## config.mk

```make
export PLATFORM = sky130hd
export DESIGN_NAME = regfile_wb_arbiter_flat
export DESIGN_NICKNAME = d
export VERILOG_FILES = /design/src/rtl/regfile_wb_arbiter_if.sv /design/src/rtl/regfile_wb_arbiter.sv /design/src/flat_wrapper.sv
export SDC_FILE = /design/constraint.sdc
export NUM_CORES = 1
export LEC_CHECK = 0
export CORE_ASPECT_RATIO = 0.6
export CORE_MARGIN = 10
export CORE_UTILIZATION = 37
export DETAILED_ROUTE_END_ITERATION = 8
export HOLD_SLACK_MARGIN = 0.03
export PLACE_DENSITY = 0.8
export RECOVER_POWER = 50
export SLEW_MARGIN = 20
export SYNTH_ARGS = -nofsm -noshare
export SYNTH_HDL_FRONTEND = slang
export SYNTH_SLANG_ARGS = --single-unit
```

## constraint.sdc

```tcl
create_clock -name clk -period 2.2 [get_ports clk]
set_clock_uncertainty 0.1 [all_clocks]
set_input_delay 0.55 -clock clk [delete_from_list [all_inputs] [get_ports clk]]
set_output_delay 0.55 -clock clk [all_outputs]
set_load 0.01 [all_outputs]
```

## src/rtl/regfile_wb_arbiter_if.sv

```systemverilog
// regfile_wb_arbiter_if: writeback requester handshakes and register-file write port bundle
interface regfile_wb_arbiter_if #(
  parameter int DATA_W = 32,
  parameter int ADDR_W = 5,
  parameter int CNT_W  = 8
);
  logic              hold;
  logic              req0_valid;
  logic              req0_ready;
  logic [ADDR_W-1:0] req0_addr;
  logic [DATA_W-1:0] req0_data;
  logic              req1_valid;
  logic              req1_ready;
  logic [ADDR_W-1:0] req1_addr;
  logic [DATA_W-1:0] req1_data;
  logic              rf_we;
  logic [ADDR_W-1:0] rf_addr;
  logic [DATA_W-1:0] rf_wdata;
  logic              last_grant;
  logic [CNT_W-1:0]  conflict_count;
  modport slave (
    input  hold, req0_valid, req0_addr, req0_data, req1_valid, req1_addr, req1_data,
    output req0_ready, req1_ready, rf_we, rf_addr, rf_wdata, last_grant, conflict_count
  );
  modport master (
    output hold, req0_valid, req0_addr, req0_data, req1_valid, req1_addr, req1_data,
    input  req0_ready, req1_ready, rf_we, rf_addr, rf_wdata, last_grant, conflict_count
  );
endinterface

```

## src/rtl/regfile_wb_arbiter.sv

```systemverilog
// regfile_wb_arbiter: shares the register file write port between ALU and load writeback
module regfile_wb_arbiter #(
  parameter int DATA_W     = 32,
  parameter int ADDR_W     = 5,
  parameter int CNT_W      = 8,
  parameter int FIXED_PRIO = 0
) (
  input logic clk,
  input logic reset,
  regfile_wb_arbiter_if.slave bus
);
  logic              w_g0;
  logic              w_g1;
  logic [ADDR_W-1:0] w_addr;
  logic [DATA_W-1:0] w_data;
  logic              r_we;
  logic [ADDR_W-1:0] r_addr;
  logic [DATA_W-1:0] r_data;
  logic              r_last;
  logic [CNT_W-1:0]  r_cnt;
  // req0 wins when alone, under fixed priority, or when req1 was granted last
  assign w_g0 = !reset && !bus.hold && bus.req0_valid &&
                (!bus.req1_valid || (FIXED_PRIO != 0) || r_last);
  assign w_g1 = !reset && !bus.hold && bus.req1_valid && !w_g0;
  assign w_addr = w_g1 ? bus.req1_addr : bus.req0_addr;
  assign w_data = w_g1 ? bus.req1_data : bus.req0_data;
  always_ff @(posedge clk or posedge reset) begin
    if (reset) begin
      r_we   <= 1'b0;
      r_addr <= '0;
      r_data <= '0;
      r_last <= 1'b1;
      r_cnt  <= '0;
    end else begin
      r_we <= (w_g0 || w_g1) && (w_addr != '0);
      if (w_g0 || w_g1) begin
        r_addr <= w_addr;
        r_data <= w_data;
        r_last <= w_g1;
      end
      if (bus.req0_valid && bus.req1_valid && !bus.hold && r_cnt != '1)
        r_cnt <= r_cnt + 1'b1;
    end
  end
  assign bus.req0_ready     = w_g0;
  assign bus.req1_ready     = w_g1;
  assign bus.rf_we          = r_we;
  assign bus.rf_addr        = r_addr;
  assign bus.rf_wdata       = r_data;
  assign bus.last_grant     = r_last;
  assign bus.conflict_count = r_cnt;
endmodule

```

## src/flat_wrapper.sv

```systemverilog
// flat-port wrapper written by rule: the top's interface ports become plain ports
module regfile_wb_arbiter_flat 
#(
  parameter int DATA_W     = 32,
  parameter int ADDR_W     = 5,
  parameter int CNT_W      = 8,
  parameter int FIXED_PRIO = 0
)
  (clk, reset, bus_hold, bus_req0_valid, bus_req0_addr, bus_req0_data, bus_req1_valid, bus_req1_addr, bus_req1_data, bus_req0_ready, bus_req1_ready, bus_rf_we, bus_rf_addr, bus_rf_wdata, bus_last_grant, bus_conflict_count);
  regfile_wb_arbiter_if #(.DATA_W(DATA_W), .ADDR_W(ADDR_W), .CNT_W(CNT_W)) bus_i ();
  input logic clk;
  input logic reset;
  input wire logic [$bits(bus_i.hold)-1:0] bus_hold;
  input wire logic [$bits(bus_i.req0_valid)-1:0] bus_req0_valid;
  input wire logic [$bits(bus_i.req0_addr)-1:0] bus_req0_addr;
  input wire logic [$bits(bus_i.req0_data)-1:0] bus_req0_data;
  input wire logic [$bits(bus_i.req1_valid)-1:0] bus_req1_valid;
  input wire logic [$bits(bus_i.req1_addr)-1:0] bus_req1_addr;
  input wire logic [$bits(bus_i.req1_data)-1:0] bus_req1_data;
  output wire logic [$bits(bus_i.req0_ready)-1:0] bus_req0_ready;
  output wire logic [$bits(bus_i.req1_ready)-1:0] bus_req1_ready;
  output wire logic [$bits(bus_i.rf_we)-1:0] bus_rf_we;
  output wire logic [$bits(bus_i.rf_addr)-1:0] bus_rf_addr;
  output wire logic [$bits(bus_i.rf_wdata)-1:0] bus_rf_wdata;
  output wire logic [$bits(bus_i.last_grant)-1:0] bus_last_grant;
  output wire logic [$bits(bus_i.conflict_count)-1:0] bus_conflict_count;
  assign bus_i.hold = bus_hold;
  assign bus_i.req0_valid = bus_req0_valid;
  assign bus_i.req0_addr = bus_req0_addr;
  assign bus_i.req0_data = bus_req0_data;
  assign bus_i.req1_valid = bus_req1_valid;
  assign bus_i.req1_addr = bus_req1_addr;
  assign bus_i.req1_data = bus_req1_data;
  assign bus_req0_ready = bus_i.req0_ready;
  assign bus_req1_ready = bus_i.req1_ready;
  assign bus_rf_we = bus_i.rf_we;
  assign bus_rf_addr = bus_i.rf_addr;
  assign bus_rf_wdata = bus_i.rf_wdata;
  assign bus_last_grant = bus_i.last_grant;
  assign bus_conflict_count = bus_i.conflict_count;
  regfile_wb_arbiter #(.DATA_W(DATA_W), .ADDR_W(ADDR_W), .CNT_W(CNT_W), .FIXED_PRIO(FIXED_PRIO)) u_core (.clk(clk), .reset(reset), .bus(bus_i));
endmodule
```

# ---- Word level (Yosys, flattened, before mapping)
# Index checks and enable logic that the tools add are counted.
dict set report word_totals {
  inputBits 79
  mem_bits_rw 0
  mem_count 0
  word_cells 25
  rom_bits 0
  out_inout_bits 49
  latch_bits 0
  ff_bits 47
}
dict set report classes {
  n_eq_ne 1
  addsub 1
  bitwise_logic 0
  multipliers 0
  muxes 2
  reduce_logical 16
  n_div 0
  n_shift 0
  order_cmp 0
}
# cell n
set ops {}
lappend ops {{32-bit 2-to-1 mux} 1}
lappend ops {{1-bit logical AND} 9}
lappend ops {{8-bit by 1-bit adder with 8-bit output (second input constant)} 1}
lappend ops {{8-bit inequality test (second input constant)} 1}
lappend ops {{5-bit 2-to-1 mux} 1}
lappend ops {{5-bit nonzero test} 1}
lappend ops {{1-bit zero test} 4}
lappend ops {{1-bit logical OR} 2}

# ---- Logic depth before layout (Yosys ltp)
dict set report logic_depth {
  word_depth 9
  mapped_depth 7
  mapped_depth_nobuf 5
}

# ---- Worst setup path after synthesis
# OpenSTA, ideal clock, no wires.
dict set report synth_timing {
  path_kind {input to output}
  start {input port reset}
  end {output port bus_req0_ready}
  t_required_ps 1550
  stages 3
  slack_ps 308
  arrival_time_ps 1242
  cell_sequence {nor3b_1 > a21boi_2 > buf_2}
}
dict set report synth_via {
  elab_chain_len 4
}
# element line
set synth_lines {}
lappend synth_lines {{start: declaration} flat_wrapper.sv:12} ;# input logic reset;
lappend synth_lines {{1-bit zero test} regfile_wb_arbiter.sv:22} ;# assign w_g0 = !reset && !bus.hold && bus.req0_valid &&
lappend synth_lines {{1-bit logical AND (3 in series)} regfile_wb_arbiter.sv:22}
lappend synth_lines {{end: declaration} flat_wrapper.sv:20} ;# output wire logic [$bits(bus_i.req0_ready)-1:0] bus_req0_ready;
# Every way passes these cells.

# ---- Worst setup path in the final report
dict set report layout_timing {
  start {input port bus_req1_valid}
  end {register u_core.r_cnt[5] (netlist: u_core.bus.conflict_count[5])}
}
dict set report layout_via {
  elab_chain_len 3
}
# element line
set layout_lines {}
lappend layout_lines {{start: declaration} flat_wrapper.sv:17} ;# input wire logic [$bits(bus_i.req1_valid)-1:0] bus_req1_valid;
lappend layout_lines {{1-bit logical AND (3 in series)} regfile_wb_arbiter.sv:41} ;# if (bus.req0_valid && bus.req1_valid && !bus.hold && r_cnt != '1)
lappend layout_lines {{end signal: assignment} regfile_wb_arbiter.sv:42} ;# r_cnt <= r_cnt + 1'b1;
lappend layout_lines {{end: declaration} regfile_wb_arbiter.sv:20} ;# logic [CNT_W-1:0] r_cnt;
# Every way passes these cells.
# A chain may end at the register's enable or synchronous reset.

==> out/summary.txt <==
MaxCap Viol Count: 0
gpl congestion: 0.8340
Core Box Area: 5570 sq um
first-pass GRT wire length: 11.38 mm
Main synth FF type: dfrtp_1
top sig layer: met4
met3 wire len: 823 microns
Finish-stage setup viols: 0
Num CTS Buffers: 5
sequential cell area fraction in the yosys report: 55.58%
VDD IR max: 0.2837 mV
final WL: 7.061 mm
cell count after synthesis: 220
Yosys cell types: 33
CTS tree: built
most common cell after layout, fill and taps aside: clkdlybuf4s50_1
vias in the first global route: 2,193
Non-Filler Instances: 435
Cells after DPL: 426
GRT Total Usage: 14.93%
Diodes inserted: 0
fin. max-slew vios: 0
Max Freq: 476.9 MHz
port bufs: 127
Avg Cell Area, Syn: 9.629 sq um
die extent in x: 117.7 microns
Initial Utilization: 38.03%
Root Buffer: clkbuf_8
element type at the critical path end: register
clock sink count: 47
initial antenna violation count: 0
nets@finish: 434
routed wl met2: 3.191 mm
Pleak: 1.648 nW
WL/cell: 16.23 microns
Hold-fix buffers, CTS: 0
via count: 2,131
gr ovfl total: 0
DRC: 0
Tcrit/Tclk final: 95.32%
worst-margin pin slew: 1.143 ns
Pre-antenna DRT Iters: 4
flops & latches, synth: 47
CP arrival: 2.18 ns
status: finished, final reports clean
largest net degree at the start of global routing: 48
Initial DRC Count: 111
crit path kind: primary input to register
Reg clk slew, reported paths: 0.08 ns
syn nets: 300
Cell Area, Synth: 2118 sq um
Post-synth EDFFs: 0
post-route ant nets: 0
DP HPWL: 5.565 mm
Hold Path Class: register to register
minimum clock period: 2.097 ns
Slew headroom: 23.79%
share of cells above drive strength 1: 9.296%
H-tree levels: 2
CP required: 2.28 ns
DIE HEIGHT: 78.61 microns
Hold Slack: 0.3643 ns
row count: 21
I/O Pins: 128
Worst R2R Path Depth: 4
Max Root-Sink Buffers: 2
Fin. Hold Viols: 0
Critical Path Source Type: primary input
PwrDens: 707.2 nW/um^2
top cells by area, synth: dfrtp_1 54%, nand2_1 13%, a22oi_1 11%, a21oi_1 2.8%, buf_2 1.7%
RSZ-0062 raised after global routing: false
Metal-1 WL: 3.007 mm
Async SR Flop Fraction: 100.0%
final core occ: 65.09%
Critical Path Fanout Max: 4
Ys Warns: 0
Worst-Skew Late Latency: 0.29 ns
Layout area overhead: 71.18%
hold path depth: 2
post-DR vias/cell: 4.899
commonest cells after routing, fill and taps aside: 102 x clkdlybuf4s50_1, 74 x nand2_1, 46 x dfrtp_1, 32 x a22oi_1, 20 x dlygate4sd3_1
die area: 9251 sq um
share of the synthesized area in the top cell type: 54.34%
Synth area leader: dfrtp_1
[state kept, by name, summed over array words and instances (netlist names)]
name and flops:
u_core.bus.last_grant 1, u_core.bus.rf_addr 5, u_core.bus.rf_we 1, u_core.bus.conflict_count 8
u_core.bus.rf_wdata 32
[layer usage]
layer / vias up / GRT usage, %
met4: 0 / 3.071
li1: 1035 / -
met5: - / 0
met3: 5 / 7.571
met2: 99 / 23.43
met1: 992 / 18.15
[cells in the mapped netlist, types with 2 or more instances]
library cell   n
or4_1          2
a22oi_1       32
nor2_1         7
a21oi_1       12
nand2_1       74
buf_2          7
nor3_1         3
a31oi_1        4
inv_1          2
xnor2_1        2
dfrtp_1       46
mux2_2         2
nand4_1        2
buf_4          2
nand3_1        3
clkbuf_1       3
[cell families after synthesis]
group	synth area share (%)
AOI/OAI and AO/OA	16.89
xor gates and xnor gates	1.241
buffers and inverters	3.602
DFF	55.58
muxes	1.772
and+or+nand+nor	20.32
adders and majority gates	0.5906
[critical path: stages]
cell	delay (ns)
clkdlybuf4s50_1	0.57
clkbuf_1	0.22
and3b_4	0.23
and3_4	0.20
nand4_2	0.11
mux2_4	0.31
[cell type report]
cell class,count,area (sq um)
tap,80,100.1
timing repair buffer,140,1364
clock inverter,2,12.51
clock buffer,6,72.57
fill,452,1944
sequential,47,1177
multi-input combinational,157,888.4
inverter,3,11.26
[worst paths after layout]
path	start	endpoint	slack, ns
worst max register to register	u_core.bus.conflict_count[2]	u_core.bus.conflict_count[1]	0.58
max in group asynchronous	reset	u_core.bus.conflict_count[0]	0.44
min in group asynchronous	reset	u_core.bus.conflict_count[1]	0.86
worst max-delay path	bus_req1_valid	u_core.bus.conflict_count[5]	0.10
worst min register to register	u_core.bus.rf_wdata[23]	u_core.bus.rf_wdata[23]	0.36
worst min-delay path	u_core.bus.rf_wdata[23]	u_core.bus.rf_wdata[23]	0.36
[per-stage QoR]
stage	setup TNS (ns)	total power, mW	area [sq um]	worst slack, ns
6_report	0	2.564	3626	0.1030
5_1_grt	0	2.740	3626	0.04559
4_1_cts	0	2.636	3649	0.08820
3_5_place_dp	-5.718	2.124	3543	-0.5752
3_3_place_gp	-4.168	2.098	3543	-0.5558
2_1_floorplan	0	1.496	2118	0.3077
[power breakdown]
part / total, mW / switching, mW / internal, mW
clock: 0.507 / 0.285 / 0.223
sequential: 1.17 / 0.132 / 1.04
combinational: 0.883 / 0.369 / 0.513
[repair_timing]
item                                   in CTS  in global routing
endpoints found under the hold margin       0                  0
resized for setup                          16                  0
buffers inserted                            1                  0
setup endpoints to repair                   2                  0
(Power assumes the default switching activity.)
